===== config.mk =====
export PLATFORM = sky130hd
export DESIGN_NAME = sequence_acquisition_seq
export DESIGN_NICKNAME = d
export VERILOG_FILES = /design/src/rtl/sequence_acquisition_seq.sv
export SDC_FILE = /design/constraint.sdc
export NUM_CORES = 1
export LEC_CHECK = 0
export CAP_MARGIN = 10
export CORE_MARGIN = 4
export CORE_UTILIZATION = 38
export DETAILED_ROUTE_END_ITERATION = 10
export PLACE_DENSITY = 0.77
export SYNTH_ARGS = -nofsm -noshare
export SYNTH_HDL_FRONTEND = slang
export SYNTH_SLANG_ARGS = --single-unit

===== constraint.sdc =====
create_clock -name clk -period 3.4 [get_ports clk]
set_input_delay 0.68 -clock clk [delete_from_list [all_inputs] [get_ports clk]]
set_output_delay 0.68 -clock clk [all_outputs]
set_load 0.005 [all_outputs]

===== src/rtl/sequence_acquisition_seq.sv =====
// Acquisition sequencer: steps through a table of azmux/precharge slots, holding each
// phase for a programmable count, then waits for the ADC to report a conversion.
// Optional build macro SEQ_ACQ_TIMEOUT_EN adds a MEASURE watchdog that retries the slot
// and sets a sticky timeout_o flag.
module sequence_acquisition_seq #(
   parameter int unsigned SEQ_MAX = 8,
   parameter int unsigned IDX_W   = 3,
   parameter int unsigned AZ_W    = 4,
   parameter int unsigned PC_W    = 2,
   parameter int unsigned CNT_W   = 24
) (
   input  logic                           clk,
   input  logic                           reset,
   input  logic [SEQ_MAX*(AZ_W+PC_W)-1:0] p_seq_i,
   input  logic [IDX_W:0]                 p_seq_n_i,
   input  logic [CNT_W-1:0]               p_clk_count_boot_i,
   input  logic [CNT_W-1:0]               p_clk_count_azmux_i,
   input  logic [CNT_W-1:0]               p_clk_count_pc_i,
`ifdef SEQ_ACQ_TIMEOUT_EN
   input  logic [CNT_W-1:0]               p_clk_count_timeout_i,
   output logic                           timeout_o,
`endif
   input  logic                           p_oneshot_i,
   input  logic                           p_trig_i,
   input  logic                           adc_measure_valid_i,
   output logic                           adc_reset_no,
   output logic [PC_W-1:0]                pc_sw_o,
   output logic [AZ_W-1:0]                azmux_o,
   output logic [IDX_W-1:0]               sample_idx_last_o,
   output logic                           sample_valid_o,
   output logic                           seq_done_o,
   output logic                           busy_o,
   output logic [7:0]                     monitor_o
);

   localparam int unsigned SlotW = AZ_W + PC_W;
   localparam logic [IDX_W:0] NMax = (IDX_W + 1)'(SEQ_MAX);
   localparam logic [IDX_W:0] NOne = (IDX_W + 1)'(1);

   typedef enum logic [2:0] {StIdle, StBoot, StAz, StPc, StMeasure} state_e;

   state_e             state_q, state_d;
   logic [IDX_W-1:0]   idx_q, idx_d;
   logic [CNT_W-1:0]   cnt_q, cnt_d;
   logic               adc_rst_n_q, adc_rst_n_d;
   logic [PC_W-1:0]    pc_q, pc_d;
   logic [AZ_W-1:0]    az_q, az_d;
   logic [IDX_W-1:0]   last_q, last_d;
   logic               valid_q, valid_d;
   logic               done_q, done_d;
`ifdef SEQ_ACQ_TIMEOUT_EN
   logic [CNT_W-1:0]   tmo_cnt_q, tmo_cnt_d;
   logic               tmo_q, tmo_d;
`endif

   logic [SlotW-1:0]   slots [SEQ_MAX];
   logic [SlotW-1:0]   cur_slot;
   logic [IDX_W:0]     n_eff;
   logic               wrap;
   logic               cnt_zero;
   logic [31:0]        idx_ext;

   // Unpack the flat slot table into an indexable array.
   for (genvar k = 0; k < SEQ_MAX; k++) begin : g_slot
      assign slots[k] = p_seq_i[k*SlotW +: SlotW];
   end

   assign cur_slot = slots[idx_q];
   assign cnt_zero = (cnt_q == '0);

   // Clamp the active slot count to 1..SEQ_MAX; >= lets a live shrink wrap cleanly.
   always_comb begin
      if (p_seq_n_i == '0) begin
         n_eff = NOne;
      end else if (p_seq_n_i > NMax) begin
         n_eff = NMax;
      end else begin
         n_eff = p_seq_n_i;
      end
      wrap = ({1'b0, idx_q} >= (n_eff - NOne));
   end

   // Next-state and registered-output logic; hold phases exit when the counter reads 0.
   always_comb begin
      state_d     = state_q;
      idx_d       = idx_q;
      cnt_d       = cnt_q;
      adc_rst_n_d = adc_rst_n_q;
      pc_d        = pc_q;
      az_d        = az_q;
      last_d      = last_q;
      valid_d     = 1'b0;
      done_d      = 1'b0;
`ifdef SEQ_ACQ_TIMEOUT_EN
      tmo_cnt_d   = tmo_cnt_q;
      tmo_d       = tmo_q;
`endif
      unique case (state_q)
         StIdle: begin
            pc_d        = '0;
            adc_rst_n_d = 1'b0;
            if (!p_oneshot_i || p_trig_i) begin
               state_d = StBoot;
               cnt_d   = p_clk_count_boot_i;
            end
         end
         StBoot: begin
            pc_d = '0;
            if (cnt_zero) begin
               state_d = StAz;
               az_d    = cur_slot[0 +: AZ_W];
               cnt_d   = p_clk_count_azmux_i;
            end else begin
               cnt_d = cnt_q - CNT_W'(1);
            end
         end
         StAz: begin
            if (cnt_zero) begin
               state_d = StPc;
               pc_d    = cur_slot[AZ_W +: PC_W];
               cnt_d   = p_clk_count_pc_i;
            end else begin
               cnt_d = cnt_q - CNT_W'(1);
            end
         end
         StPc: begin
            if (cnt_zero) begin
               state_d     = StMeasure;
               adc_rst_n_d = 1'b1;
`ifdef SEQ_ACQ_TIMEOUT_EN
               tmo_cnt_d   = p_clk_count_timeout_i;
`endif
            end else begin
               cnt_d = cnt_q - CNT_W'(1);
            end
         end
         StMeasure: begin
            if (adc_measure_valid_i) begin
               adc_rst_n_d = 1'b0;
               last_d      = idx_q;
               valid_d     = 1'b1;
               if (wrap) begin
                  idx_d  = '0;
                  done_d = 1'b1;
               end else begin
                  idx_d = idx_q + IDX_W'(1);
               end
               if (wrap && p_oneshot_i) begin
                  state_d = StIdle;
                  pc_d    = '0;
               end else begin
                  state_d = StBoot;
                  pc_d    = '0;
                  cnt_d   = p_clk_count_boot_i;
               end
`ifdef SEQ_ACQ_TIMEOUT_EN
            end else if (tmo_cnt_q == '0) begin
               // ADC never answered: drop it back into reset and retry the same slot.
               adc_rst_n_d = 1'b0;
               tmo_d       = 1'b1;
               state_d     = StBoot;
               pc_d        = '0;
               cnt_d       = p_clk_count_boot_i;
            end else begin
               tmo_cnt_d = tmo_cnt_q - CNT_W'(1);
`endif
            end
         end
         default: begin
            state_d = StIdle;
         end
      endcase
   end

   // State and output registers with synchronous active-high reset.
   always_ff @(posedge clk) begin
      if (reset) begin
         state_q     <= StIdle;
         idx_q       <= '0;
         cnt_q       <= '0;
         adc_rst_n_q <= 1'b0;
         pc_q        <= '0;
         az_q        <= slots[0][0 +: AZ_W];
         last_q      <= '1;
         valid_q     <= 1'b0;
         done_q      <= 1'b0;
`ifdef SEQ_ACQ_TIMEOUT_EN
         tmo_cnt_q   <= '0;
         tmo_q       <= 1'b0;
`endif
      end else begin
         state_q     <= state_d;
         idx_q       <= idx_d;
         cnt_q       <= cnt_d;
         adc_rst_n_q <= adc_rst_n_d;
         pc_q        <= pc_d;
         az_q        <= az_d;
         last_q      <= last_d;
         valid_q     <= valid_d;
         done_q      <= done_d;
`ifdef SEQ_ACQ_TIMEOUT_EN
         tmo_cnt_q   <= tmo_cnt_d;
         tmo_q       <= tmo_d;
`endif
      end
   end

   assign idx_ext = 32'(idx_q);

   assign adc_reset_no      = adc_rst_n_q;
   assign pc_sw_o           = pc_q;
   assign azmux_o           = az_q;
   assign sample_idx_last_o = last_q;
   assign sample_valid_o    = valid_q;
   assign seq_done_o        = done_q;
   assign busy_o            = (state_q != StIdle);
   assign monitor_o         = {adc_measure_valid_i, adc_rst_n_q, pc_q[1], pc_q[0], idx_ext[3:0]};
`ifdef SEQ_ACQ_TIMEOUT_EN
   assign timeout_o         = tmo_q;
`endif

endmodule


==> metrics.cfg <==
[finish]
num_antenna_cells = 0
layout-drive-gt1-share_pct = 8.82
most-common-layout-cells = clkdlybuf4s50_1 (148), nor2_1 (40), dfxtp_1 (38)
area_growth_pct = 49.8
fill_cells = 725
final_nets = 678
final_common_cell = clkdlybuf4s50_1

[clocking]
clkTransAtPathRegs_ns = 0.09
cts_buffers = 5
cts_tree = yes
clk_path_buf_depth = 2
clock_latency_ns = 0.30
cts_sinks = 42
cts_setup_buffers = 0
htreeDepth = 2
cts_root_buf = clkbuf_8
hold_buffers = 0
cts_repair_resize_count = 0

[power]
p_int_mw = 1.04
p_switching_mw = 0.455
clkPwrFrac_pct = 27.2
max-vdd-ir-drop_mv = 0.251
leakage_nw = 1.78
pwr-share-comb_pct = 33.6
powerDensity_mw_per_mm2 = 302
switching_share_pct = 30.4
power_frac_seq_pct = 39.3

[timing]
setup_viol = 0
rsz0062_at_grt = false
period_needed_ns = 3.06
fin_crit_sh_pct = 89.9
whs_ns = 0.477
max_freq_ghz = 0.327
tightest_slew_ns = 0.937
maxSlewHeadroom_pct = 37.4
finalHoldViolations = 0
maxSlewViolCount = 0
clock_skew_ns = 0.00843
fin_ws_ns = 0.344

[synth]
synth_compound_area_share_pct = 28.4
synthCells = 414
async_flop_share_pct = 0
synth_xor_area_share_pct = 2.91
synth_edf_count = 4
avgSynthCellArea_um2 = 8.01
synth_fa_ha_area_share_pct = 2.26
ys_seq_area_share_pct = 26.6
synth-seq-cells = 42
synth_nets = 549
yosys-mux-area-fraction_pct = 10.6
ys_warn_count = 0
yosys.area_share.simple_pct = 22.3
synth_area_mm2 = 0.00332
synth_top_family_by_area = compound AO/OA/AOI/OAI gates
ys.flop_type = dfxtp_1
ys_types = 59

[setup_path]
r2r_cells = 8
startpoint_type = primary input
path_class = primary input to flip-flop
crit_fanout = 23
crit_slowest_cell = clkdlybuf4s50_1
cp_cell_sequence = clkdlybuf4s50_1 -> nor2_1 -> o21bai_1 -> ha_1 -> ha_1 -> o21ai_0 -> a21oi_1 -> a31o_2 -> a21oi_1 -> buf_12 -> nor2_1 -> a2111oi_0
crit_arrival_ns = 3.23
required_ns = 3.58
endpoint_kind = flip-flop
max_stage_delay_ns = 0.47
worstReg2RegStart = cnt_q[2]
crit_path_start = p_seq_n_i[1]

[floorplan]
io_pins = 150
core-area_mm2 = 0.00834
dieHeight_um = 101
row_count = 33
start_util_pct = 39.8
dieArea_mm2 = 0.0103
die-width_um = 101

[global_routing]
grt_use_total_pct = 21.7
antenna_found_initial = 0
grt_max_degree = 40
grt_pass1_vias = 3789
grt-ovfl-total = 0
grt_first_pass_wirelength_um = 18100

[routing]
viasPerCell = 5.90
dr.pass1.iters = 5
drt_iter0_drc = 261
routedWlPerCell_um = 17.8
ant_nets = 0
wirelength_um = 11500
drc = 0
vias = 3826

[placement]
port_buffers = 148
gp_congestion = 0.916
dp_hpwl_um = 8980
dp_slack_ns = -0.0207

[hold_path]
min_path_cells = 2
worstHoldPathType = flip-flop to flip-flop
min-delay-start = pc_sw_o[0]

[run_status]
status = complete, no violations

[job]
cap_violations = 0

## cells by family after synthesis
group,count (synthesis)
DFF,42
and+or+nand+nor,145
AOI/OAI and AO/OA,138
xor gates and xnor gates,11
muxes,20
buffers and inverters,51
other,1
adders and majority gates,6
## final timing paths
path	endpoint	slack, ns
max	cnt_q[21]	0.34
min	pc_sw_o[0]	0.48
min reg2reg	pc_sw_o[0]	0.48
max reg2reg	cnt_q[13]	0.74
## metal layers
layer	GRT usage (%)	up-vias	wire, um
met2	38.7	182	5780
met3	6.20	17	1120
li1	-	1827	-
met5	0	-	0
met4	5.73	0	190
met1	25.5	1800	4460
## per-stage QoR
step	util [%]	TNS, ns	power [mW]	instances	cell area [um^2]
detailed placement	58.2	-0.0207	1.10	641	4860
finish	59.5	0	1.50	649	4970
CTS	59.5	0	1.50	649	4970
global route	59.5	0	1.58	649	4970
floorplan	-	0	0.866	414	3320
global placement	58.2	0	1.09	641	4860
## Yosys cell counts, types with 5 or more instances
cell      count  area share [%]
mux2i_1       8             2.4
o31ai_1       5             1.1
buf_4         7             1.6
o21ai_0      26             3.9
o221ai_1      7             1.8
nand2b_1      6             1.1
a21oi_1      31             4.7
or3_1        11             2.1
clkbuf_1     24             2.7
a211oi_1      9             2.0
dfxtp_1      38              23
nand2_1      37             4.2
a22oi_1      19             4.3
nor3_1       18             2.7
o211ai_1     12             2.7
nand3_1       7             1.1
xnor2_1       8             2.1
nor4_1        5            0.94
inv_1        11             1.2
nor2_1       41             4.6
mux4_2       12             8.2
ha_1          6             2.3
## sequential cells by signal (all words and copies together) (netlist names)
signal,flops
cnt_q,24
azmux_o,4
idx_q,3
sample_idx_last_o,3
state_q,3
pc_sw_o,2
adc_reset_no,1
sample_valid_o,1
seq_done_o,1
## power groups by stage
stage | combinational, mW | clock (mW) | sequential (mW)
2_1_floorplan | 0.285 | 0 | 0.581
3_3_place_gp | 0.490 | 0 | 0.598
3_5_place_dp | 0.501 | 0 | 0.599
4_1_cts | 0.503 | 0.410 | 0.588
5_1_grt | 0.552 | 0.435 | 0.596
6_report | 0.503 | 0.407 | 0.588
## critical path, delay by kind of cell
family / cells / cell delay [ns]
buffers and inverters: 2 / 0.67
AOI/OAI and AO/OA: 6 / 1.24
adders and majority gates: 2 / 0.53
and+or+nand+nor: 2 / 0.10
## cell type report
cell class	instances	area, um^2	area share (%)
sequential	42	881	17.7
multi-input combinational	321	2210	44.4
timing repair buffer	161	1590	32.0
clock inverter	2	37.5	0.756
inverter	12	45.0	0.907
tap	105	131	2.65
clock buffer	6	72.6	1.46
No activity file was read; power rests on OpenSTA's default activity.
